## src/rtl/h_func_seq_if.sv

```systemverilog
// ============================================================================
// h_func_seq_if : request/result bundle for the iterative Twofish h-function.
// Revision 1.0
// ============================================================================
`default_nettype none

interface h_func_seq_if;
   logic        start;
   logic [31:0] x_in;
   logic [31:0] l0_in;
   logic [31:0] l1_in;
   logic        busy;
   logic        done;
   logic [31:0] z_out;

   modport master (
      output start, x_in, l0_in, l1_in,
      input  busy, done, z_out
   );

   modport slave (
      input  start, x_in, l0_in, l1_in,
      output busy, done, z_out
   );
endinterface

`default_nettype wire

```

## src/rtl/h_func_seq.sv

```systemverilog
// ============================================================================
// h_func_seq : Twofish h(X, L) for k=2, one q-layer per clock, then MDS.
// Revision 1.0
// ============================================================================
`default_nettype none

module h_func_seq (
   input  logic        clk,
   input  logic        rst_n,
   h_func_seq_if.slave bus
);

   // 4-bit t-tables, entry 0 in the most significant nibble.
   localparam logic [63:0] c_Q0_T0 = 64'h817D6F320B59ECA4;
   localparam logic [63:0] c_Q0_T1 = 64'hECB81235F4A6709D;
   localparam logic [63:0] c_Q0_T2 = 64'hBA5E6D90C8F32471;
   localparam logic [63:0] c_Q0_T3 = 64'hD7F4126E9B3085CA;
   localparam logic [63:0] c_Q1_T0 = 64'h28BDF76E31940AC5;
   localparam logic [63:0] c_Q1_T1 = 64'h1E2B4C376DA5F908;
   localparam logic [63:0] c_Q1_T2 = 64'h4C75169A0ED82B3F;
   localparam logic [63:0] c_Q1_T3 = 64'hB951C3DE647F208A;

   typedef enum logic [2:0] {
      S_IDLE = 3'd0,
      S_QA   = 3'd1,
      S_QB   = 3'd2,
      S_QC   = 3'd3,
      S_MDS  = 3'd4
   } state_t;

   state_t      r_state;
   logic [31:0] r_y;
   logic [31:0] r_l0;
   logic [31:0] r_l1;
   logic [31:0] r_z;
   logic        r_busy;
   logic        r_done;

   logic [3:0]  w_qsel;
   logic [31:0] w_lx;
   logic [31:0] w_q;
   logic [31:0] w_next_y;
   logic [31:0] w_z;

   function automatic logic [3:0] nib(input logic [63:0] t, input logic [3:0] i);
      return t[{~i, 2'b00} +: 4];
   endfunction

   function automatic logic [7:0] q_perm(input logic sel, input logic [7:0] x);
      logic [3:0] a0, b0, a1, b1, a2, b2, a3, b3, a4, b4;
      a0 = x[7:4];
      b0 = x[3:0];
      a1 = a0 ^ b0;
      b1 = a0 ^ {b0[0], b0[3:1]} ^ {a0[0], 3'b000};
      a2 = nib(sel ? c_Q1_T0 : c_Q0_T0, a1);
      b2 = nib(sel ? c_Q1_T1 : c_Q0_T1, b1);
      a3 = a2 ^ b2;
      b3 = a2 ^ {b2[0], b2[3:1]} ^ {a2[0], 3'b000};
      a4 = nib(sel ? c_Q1_T2 : c_Q0_T2, a3);
      b4 = nib(sel ? c_Q1_T3 : c_Q0_T3, b3);
      return {b4, a4};
   endfunction

   // Multiply by x modulo x^8+x^6+x^5+x^3+1.
   function automatic logic [7:0] xt(input logic [7:0] a);
      return {a[6:0], 1'b0} ^ (a[7] ? 8'h69 : 8'h00);
   endfunction

   function automatic logic [7:0] mul5b(input logic [7:0] a);
      logic [7:0] m2, m4, m8, m16, m32, m64;
      m2  = xt(a);
      m4  = xt(m2);
      m8  = xt(m4);
      m16 = xt(m8);
      m32 = xt(m16);
      m64 = xt(m32);
      return m64 ^ m16 ^ m8 ^ m2 ^ a;
   endfunction

   function automatic logic [7:0] mulef(input logic [7:0] a);
      logic [7:0] m2, m4, m8, m16, m32, m64, m128;
      m2   = xt(a);
      m4   = xt(m2);
      m8   = xt(m4);
      m16  = xt(m8);
      m32  = xt(m16);
      m64  = xt(m32);
      m128 = xt(m64);
      return m128 ^ m64 ^ m32 ^ m8 ^ m4 ^ m2 ^ a;
   endfunction

   // Bit i of w_qsel picks q1 (1) or q0 (0) for byte i in the current layer.
   always_comb begin
      w_qsel = 4'b0000;
      w_lx   = 32'h0;
      case (r_state)
         S_QA: begin
            w_qsel = 4'b1010;
            w_lx   = r_l1;
         end
         S_QB: begin
            w_qsel = 4'b1100;
            w_lx   = r_l0;
         end
         S_QC:    w_qsel = 4'b0101;
         default: w_qsel = 4'b0000;
      endcase
   end

   generate
      for (genvar i = 0; i < 4; i++) begin : g_qbank
         assign w_q[8*i +: 8] = q_perm(w_qsel[i], r_y[8*i +: 8]);
      end
   endgenerate

   assign w_next_y = w_q ^ w_lx;

   assign w_z[7:0]   = r_y[7:0]          ^ mulef(r_y[15:8]) ^ mul5b(r_y[23:16]) ^ mul5b(r_y[31:24]);
   assign w_z[15:8]  = mul5b(r_y[7:0])   ^ mulef(r_y[15:8]) ^ mulef(r_y[23:16]) ^ r_y[31:24];
   assign w_z[23:16] = mulef(r_y[7:0])   ^ mul5b(r_y[15:8]) ^ r_y[23:16]        ^ mulef(r_y[31:24]);
   assign w_z[31:24] = mulef(r_y[7:0])   ^ r_y[15:8]        ^ mulef(r_y[23:16]) ^ mul5b(r_y[31:24]);

   always_ff @(posedge clk or negedge rst_n) begin
      if (!rst_n) begin
         r_state <= S_IDLE;
         r_y     <= 32'h0;
         r_l0    <= 32'h0;
         r_l1    <= 32'h0;
         r_z     <= 32'h0;
         r_busy  <= 1'b0;
         r_done  <= 1'b0;
      end else begin
         r_done <= 1'b0;
         case (r_state)
            S_IDLE: begin
               if (bus.start) begin
                  r_y     <= bus.x_in;
                  r_l0    <= bus.l0_in;
                  r_l1    <= bus.l1_in;
                  r_busy  <= 1'b1;
                  r_state <= S_QA;
               end
            end
            S_QA: begin
               r_y     <= w_next_y;
               r_state <= S_QB;
            end
            S_QB: begin
               r_y     <= w_next_y;
               r_state <= S_QC;
            end
            S_QC: begin
               r_y     <= w_next_y;
               r_state <= S_MDS;
            end
            S_MDS: begin
               r_z     <= w_z;
               r_done  <= 1'b1;
               r_busy  <= 1'b0;
               r_state <= S_IDLE;
            end
            default: begin
               r_busy  <= 1'b0;
               r_state <= S_IDLE;
            end
         endcase
      end
   end

   assign bus.busy  = r_busy;
   assign bus.done  = r_done;
   assign bus.z_out = r_z;

endmodule

`default_nettype wire

```

## src/flat_wrapper.sv

```systemverilog
// flat-port wrapper written by rule: the top's interface ports become plain ports
module h_func_seq_flat 
  (clk, rst_n, bus_start, bus_x_in, bus_l0_in, bus_l1_in, bus_busy, bus_done, bus_z_out);
  h_func_seq_if bus_i ();
  input  logic clk;
  input  logic rst_n;
  input wire logic [$bits(bus_i.start)-1:0] bus_start;
  input wire logic [$bits(bus_i.x_in)-1:0] bus_x_in;
  input wire logic [$bits(bus_i.l0_in)-1:0] bus_l0_in;
  input wire logic [$bits(bus_i.l1_in)-1:0] bus_l1_in;
  output wire logic [$bits(bus_i.busy)-1:0] bus_busy;
  output wire logic [$bits(bus_i.done)-1:0] bus_done;
  output wire logic [$bits(bus_i.z_out)-1:0] bus_z_out;
  assign bus_i.start = bus_start;
  assign bus_i.x_in = bus_x_in;
  assign bus_i.l0_in = bus_l0_in;
  assign bus_i.l1_in = bus_l1_in;
  assign bus_busy = bus_i.busy;
  assign bus_done = bus_i.done;
  assign bus_z_out = bus_i.z_out;
  h_func_seq u_core (.clk(clk), .rst_n(rst_n), .bus(bus_i));
endmodule
```

## config.mk

```make
export PLATFORM = sky130hd
export DESIGN_NAME = h_func_seq_flat
export DESIGN_NICKNAME = d
export VERILOG_FILES = /design/src/rtl/h_func_seq_if.sv /design/src/rtl/h_func_seq.sv /design/src/flat_wrapper.sv
export SDC_FILE = /design/constraint.sdc
export NUM_CORES = 1
export LEC_CHECK = 0
export BUFFER_PORTS_ARGS = -buffer_cell sky130_fd_sc_hd__clkbuf_2
export CORE_MARGIN = 8
export CORE_UTILIZATION = 35
export CTS_CLUSTER_DIAMETER = 40
export DETAILED_ROUTE_END_ITERATION = 12
export SLEW_MARGIN = 20
export SYNTH_ARGS = -nofsm -noshare
export SYNTH_HDL_FRONTEND = slang
export SYNTH_SLANG_ARGS = --single-unit
```

## constraint.sdc

```tcl
create_clock -name clk -period 10.28 [get_ports clk]
set_input_delay 2.056 -clock clk [delete_from_list [all_inputs] [get_ports clk]]
set_output_delay 2.056 -clock clk [all_outputs]
set_load 0.03 [all_outputs]
```

==> results.ini, run 1 <==
[sta]
rsz0062_at_grt=no
skew_ns=0.0123
fin_setup_tns_ns=0
finalHoldViolations=0
worst_pin_slew_ns=1.08
setup_violations=0
fmax_mhz=163
period_share=0.595
min_period_ns=6.12
relSlewSlack=0.273
slew_viol_final=0

[setup_path]
crit_fanout=24
crit_required_ns=10.58
worst_ep_arrival_time_ns=6.42
crit_path_end_kind=flip-flop
rrSetupSlack_ns=4.16
critPathLaunchType=flip-flop
critPathKind=flip-flop to flip-flop

[floorplan]
die_area_mm2=0.0431
fp-row-count=70
core-area_mm2=0.0364
fp.dieH_um=208
io_pins=133
start_util=0.353
die_x_um=208

[synthesis]
synthMuxAreaShare=0.147
ys_seq_area_frac=0.259
syn-num-nets=1528
yosysMostFrequentCell=xnor2_1
yosysTopAreaCell=dfrtp_1
netlist.area_leader.share=0.259
synth_warnings=0
synth-simple-area-share=0.0942
syn_area_mm2=0.0129
yosys-top-cells-area=dfrtp_1 (26%), xnor2_1 (12%), ha_1 (7.3%)
syn_inst=1354
ys.flop_type=dfrtp_1
async_flop_share=1.00
synth_edf_count=0
synth_top_family_by_area=XOR/XNOR gates
yosys.area_share.xor_xnor=0.212
synthAdderAreaFrac=0.0730
synth_cell_types=84
syn_avg_cell_area_um2=9.50
ys_ff_latch=133
synth_compound_area_frac=0.165
synth_common_cells=xnor2_1 (179), dfrtp_1 (133), nand2_1 (83)

[routing]
drt_first_pass_iters=5
initialDrtViolationCount=814
remaining_drc_errors=0
avgRoutedWirePerCell_um=18.6
ant_nets=0
viasPerCell=5.35
wl_mm=35.3
num_vias=10100

[grt]
antenna_found_initial=0
grt_max_degree=90
grt_pass1_vias=9870
grt_first_pass_wirelength_mm=56.0
grt_overflow=0
grt_usage=0.161

[cts]
cts_hold_buf=0
post_cts_resized=0
cts_made_buffers=17
cts_setup_buffers=0
clockBufferDepth=2
path_clk_slew_ns=0.07
cts.sinks=133
h-tree-depth=4
cts_tree=yes
cts-root-buf=clkbuf_16
clk_latency_ns=0.45

[placement]
io_buffers=132
hpwlAfterDp_mm=26.5
place_congestion=0.889

[layout]
drive_above_1_share=0.220
regArea_mm2=0.00333
multi_input_area_mm2=0.00890
antennaDiodeCount=0
syn_to_final_growth_pct=11.6
layout.nets=1588
nFillCells=3658

[outcome]
outcome=completed

[hold_path]
hold_path_class=flip-flop to flip-flop

[job]
maxCapViolations=0

-- worst paths after layout --
kind / from / endpoint / depth (start not counted)
setup reg to reg: u_core.r_state[2] / u_core.r_y[5] / 16
setup / recovery: u_core.r_state[2] / u_core.r_y[5] / 16
max in group asynchronous: rst_n / u_core.r_l0[1] / 2
hold reg to reg: u_core.bus.z_out[10] / u_core.bus.z_out[10] / 2
hold / removal: u_core.bus.z_out[10] / u_core.bus.z_out[10] / 2
min in group asynchronous: rst_n / u_core.bus.z_out[0] / 1
-- state kept, by name (all words and copies together), names as in the netlist --
signal and cells:
u_core.bus.done 1, u_core.r_l1 32, u_core.bus.z_out 32, u_core.r_l0 32, u_core.bus.busy 1, u_core.r_state 3
u_core.r_y 32
-- worst max-delay path, stage by stage, from the launching register on --
cell and delay, ns:
dfrtp_1 0.75, nand2b_1 0.77, inv_2 0.38, nand2_1 0.82, inv_2 0.39, ha_1 0.35
nor2_1 0.11, a211oi_1 0.07, o21ai_0 0.44, xor2_1 0.52, inv_1 0.24, ha_1 0.24
mux4_2 0.45, mux2i_1 0.19, xnor2_1 0.08, nand2_1 0.07, o21ai_0 0.08
-- layout by cell type (no fill, tap or decap), types with 7 or more instances in the layout --
master     count
mux2_2        80
nor2b_1       25
dfrtp_1      133
o221ai_1       7
a221oi_1      10
mux2i_1       65
xnor2_1      179
o22ai_1        9
a22oi_1       34
clkbuf_16     17
and2_1         8
a31oi_1       12
mux4_2        13
ha_1          75
nand2_1       82
nor2_1        47
a21oi_1       57
o21ai_0       67
xor2_1        81
xnor2_2       12
inv_1         38
a311oi_1       7
clkbuf_2     131
nand3_1       15
nor3_1        31
o211ai_1      16
a211oi_1      32
-- layer usage --
| metal | global-route usage | part of all wire | wire length (um) | vias to the layer above |
|---|---|---|---|---|
| met5 | 0 | 0 | 0 | - |
| met4 | 0.0514 | 0.022 | 794 | 0 |
| met3 | 0.0332 | 0.055 | 1950 | 45 |
| met2 | 0.243 | 0.44 | 15500 | 275 |
| met1 | 0.227 | 0.48 | 17100 | 4892 |
| li1 | - | - | - | 4927 |
-- layout make-up --
type,count,area share
clock buffer,21,0.0321
clock inverter,11,0.0137
inverter,44,0.0115
multi-input combinational,1080,0.620
sequential,133,0.232
tap,468,0.0408
timing repair buffer,138,0.0496
-- metrics by stage --
| stage | cell area [um2] | hold slack, ns | std cells | setup WS [ns] | util |
|---|---|---|---|---|---|
| after detailed placement | 13700 | 0.462 | 1863 | 4.31 | 0.376 |
| final | 14400 | 0.471 | 1895 | 4.16 | 0.394 |
| after floorplan | 12900 | 0.481 | 1354 | 5.80 | - |
| after global placement | 13700 | 0.459 | 1863 | 4.40 | 0.376 |
| after global routing | 14400 | 0.502 | 1895 | 3.74 | 0.394 |
| after CTS | 14400 | 0.476 | 1895 | 4.29 | 0.394 |
-- cells by family (layout without fill, tap and decap cells) --
| kind of cell | count (synthesis) | in the layout |
|---|---|---|
| AO/OA/AOI/OAI | 310 | 310 |
| buffers and inverters | 141 | 214 |
| AND/OR/NAND/NOR | 250 | 250 |
| flip-flops | 133 | 133 |
| multiplexers | 161 | 161 |
| XOR/XNOR | 284 | 284 |
| adder cells (fa/ha/maj) | 75 | 75 |
Power of run 1 is left out: the tool's default activity adds up to more than one toggle a clock period on the data nets, which glitch-free logic cannot reach.
==> inputs of run 2 (changes only) <==
Settings changed: ABC_AREA from default to 1.
Clock period 10.28 ns to 5.01 ns, I/O delays scaled along.
==> results.ini, run 2 <==
[layout]
layout.nets=2594  ; +63%
syn_to_final_growth_pct=10.7
layout_common_cells=nand2_1 (885), nand3_1 (295), inv_1 (214), xor2_1 (136), dfrtp_1 (133)
antennaDiodeCount=0  ; unchanged
nFillCells=4513  ; +23%
final_util=0.391  ; -0.00252
drive_above_1_share=0.130  ; -0.0902
mostFrequentLayoutCell=nand2_1
fin_area_mm2=0.0163  ; +14%

[cts]
cts_hold_buf=0  ; unchanged
cts-root-buf=clkbuf_16
cts_tree=yes
h-tree-depth=4  ; unchanged
cts_setup_buffers=0  ; unchanged
clockBufferDepth=2  ; unchanged
post_cts_resized=0  ; unchanged
cts.sinks=133  ; unchanged
clk_latency_ns=0.45  ; about the same
path_clk_slew_ns=0.06  ; about the same
cts_made_buffers=17  ; unchanged

[synthesis]
netlist.area_leader.share=0.225  ; -0.0334
yosysTopAreaCell=dfrtp_1
ys.flop_type=dfrtp_1
ys_ff_latch=133  ; unchanged
async_flop_share=1.00  ; unchanged
ys_seq_area_frac=0.225  ; -0.0334
syn_area_mm2=0.0148  ; +15%
yosys-top-cells-area=dfrtp_1 (23%), nand2_1 (22%), nand3_1 (10%)
synth_cell_types=45  ; -46%
syn_inst=2337  ; +73%
syn-num-nets=2511  ; +64%
yosysMostFrequentCell=nand2_1
synth_common_cells=nand2_1 (885), nand3_1 (296), inv_1 (214)
syn_avg_cell_area_um2=6.32  ; -33%
synth_warnings=0  ; unchanged
synth_edf_count=0  ; unchanged

[setup_path]
slowest_delay_ns=0.47  ; -0.35 ns
worst_ep_arrival_time_ns=3.99  ; -2.43 ns
rrSetupSlack_ns=1.35  ; -2.81 ns
crit_path_end_kind=flip-flop
crit_fanout=29  ; +21%
path_cells=inv_2, nand3_2, buf_4, nand2_1, ha_1, inv_1, nand3_1, nand3_1, nand2_1, nand2_2, nand2_1, nand2_1, ha_1, inv_1, nand3_1, nand2_1, inv_1, nand2_1, nand3_1, nand3_1, nand3_1, nand2_1, nand2_1
worstReg2RegStart=u_core.r_state[2]
critPathKind=flip-flop to flip-flop
critPathLaunchType=flip-flop
crit_family=simple AND/OR/NAND/NOR gates
rr_endpoint=u_core.r_y[29]
slowest_stage=dfrtp_1
crit_required_ns=5.34  ; -5.24 ns
ff2ff_path_depth=23  ; +7
crit_buf_inv=5  ; +2
cp_common_cell=nand2_1

[sta]
slew_viol_final=0  ; unchanged
fmax_mhz=274  ; +67%
finalHoldViolations=0  ; unchanged
period_share=0.730  ; +0.135
skew_ns=0.0137  ; +0.00139 ns
setup_violations=0  ; unchanged
worst_pin_slew_ns=1.04  ; -0.0410 ns
rsz0062_at_grt=no
min_period_ns=3.66  ; -2.46 ns
relSlewSlack=0.304  ; +0.0309
fin_setup_tns_ns=0  ; unchanged

[grt]
grt_pass1_vias=14100  ; +43%
grt_overflow=0  ; unchanged
antenna_found_initial=0  ; unchanged
grt_first_pass_wirelength_mm=74.3  ; +33%
grt_usage=0.183  ; +0.0223
grt_max_degree=132  ; +47%

[placement]
hpwlAfterDp_mm=35.3  ; +33%
io_buffers=132  ; unchanged
place_area_mm2=0.0157  ; +15%
place_congestion=0.888  ; -0.13%

[floorplan]
fp-row-count=75  ; +7.1%
core-area_mm2=0.0418  ; +15%
start_util=0.354  ; +0.000656
die_area_mm2=0.0490  ; +14%
io_pins=133  ; unchanged
die_x_um=221  ; +6.6%
fp.dieH_um=221  ; +6.6%

[routing]
ant_nets=0  ; unchanged
remaining_drc_errors=0  ; unchanged
num_vias=14800  ; +46%
avgRoutedWirePerCell_um=15.3  ; -18%
viasPerCell=4.98  ; -7.0%
initialDrtViolationCount=1110  ; +36%
wl_mm=45.4  ; +29%
drt_first_pass_iters=7  ; +2

[hold_path]
worstHoldStart=u_core.bus.z_out[31]
hold_depth=2  ; unchanged
hold_end=u_core.bus.z_out[31]
hold_path_class=flip-flop to flip-flop

[outcome]
outcome=completed

[job]
maxCapViolations=0  ; unchanged

==> run 2: worst max path at each step <==
stage / start / endpoint / cells after the start
final: u_core.r_state[2] / u_core.r_y[29] / 23
after global routing: u_core.r_state[2] / u_core.r_y[29] / 22
after CTS: u_core.r_state[2] / u_core.r_y[25] / 23
after detailed placement: u_core.r_state[2] / u_core.r_y[25] / 23
after global placement: u_core.r_state[2] / u_core.r_y[25] / 23
after floorplan: u_core.r_state[2] / u_core.r_y[25] / 25
==> run 2: kinds of logic (layout without fill, tap and decap cells) <==
group | Yosys count | count (layout) | synth area share
AOI/OAI and AO/OA | 188 | 188 | 0.0713
and+or+nand+nor | 1401 | 1401 | 0.404
buffers and inverters | 325 | 421 | 0.0946
adders and majority gates | 75 | 75 | 0.0635
DFF | 133 | 133 | 0.225
xor gates and xnor gates | 215 | 215 | 0.141
==> run 2: cell type report <==
type	instances	area, um2	area share
Clock inverter	14	164	0.0100
Sequential cell	133	3330	0.204
Timing Repair Buffer	142	746	0.0456
Inverter	247	932	0.0570
Clock buffer	18	439	0.0269
Multi-Input combinational cell	1879	10100	0.616
Tap cell	539	674	0.0413
==> run 2: metrics by stage <==
step | hold slack [ns] | cells | setup WS [ns]
detailed placement | 0.470 | 2940 | 1.39
global route | 0.515 | 2972 | 0.959
finish | 0.482 | 2972 | 1.35
floorplan | 0.504 | 2337 | 1.28
global placement | 0.464 | 2940 | 1.44
CTS | 0.486 | 2972 | 1.37
==> run 2: routing by layer <==
layer | track usage | wire [um]
met5 | 0 | 0
met4 | 0.0445 | 755
met3 | 0.0257 | 2000
met2 | 0.291 | 20000
met1 | 0.260 | 22700
==> run 2: worst reg2reg max path: stages (launching register included) <==
cell and delay [ns]:
dfrtp_1 0.47, inv_2 0.13, nand3_2 0.09, buf_4 0.34, nand2_1 0.35, ha_1 0.42
inv_1 0.06, nand3_1 0.11, nand3_1 0.10, nand2_1 0.08, nand2_2 0.09, nand2_1 0.12
nand2_1 0.15, ha_1 0.33, inv_1 0.06, nand3_1 0.10, nand2_1 0.08, inv_1 0.04
nand2_1 0.05, nand3_1 0.08, nand3_1 0.10, nand3_1 0.08, nand2_1 0.09, nand2_1 0.04
Power of run 2 is left out for the same reason.
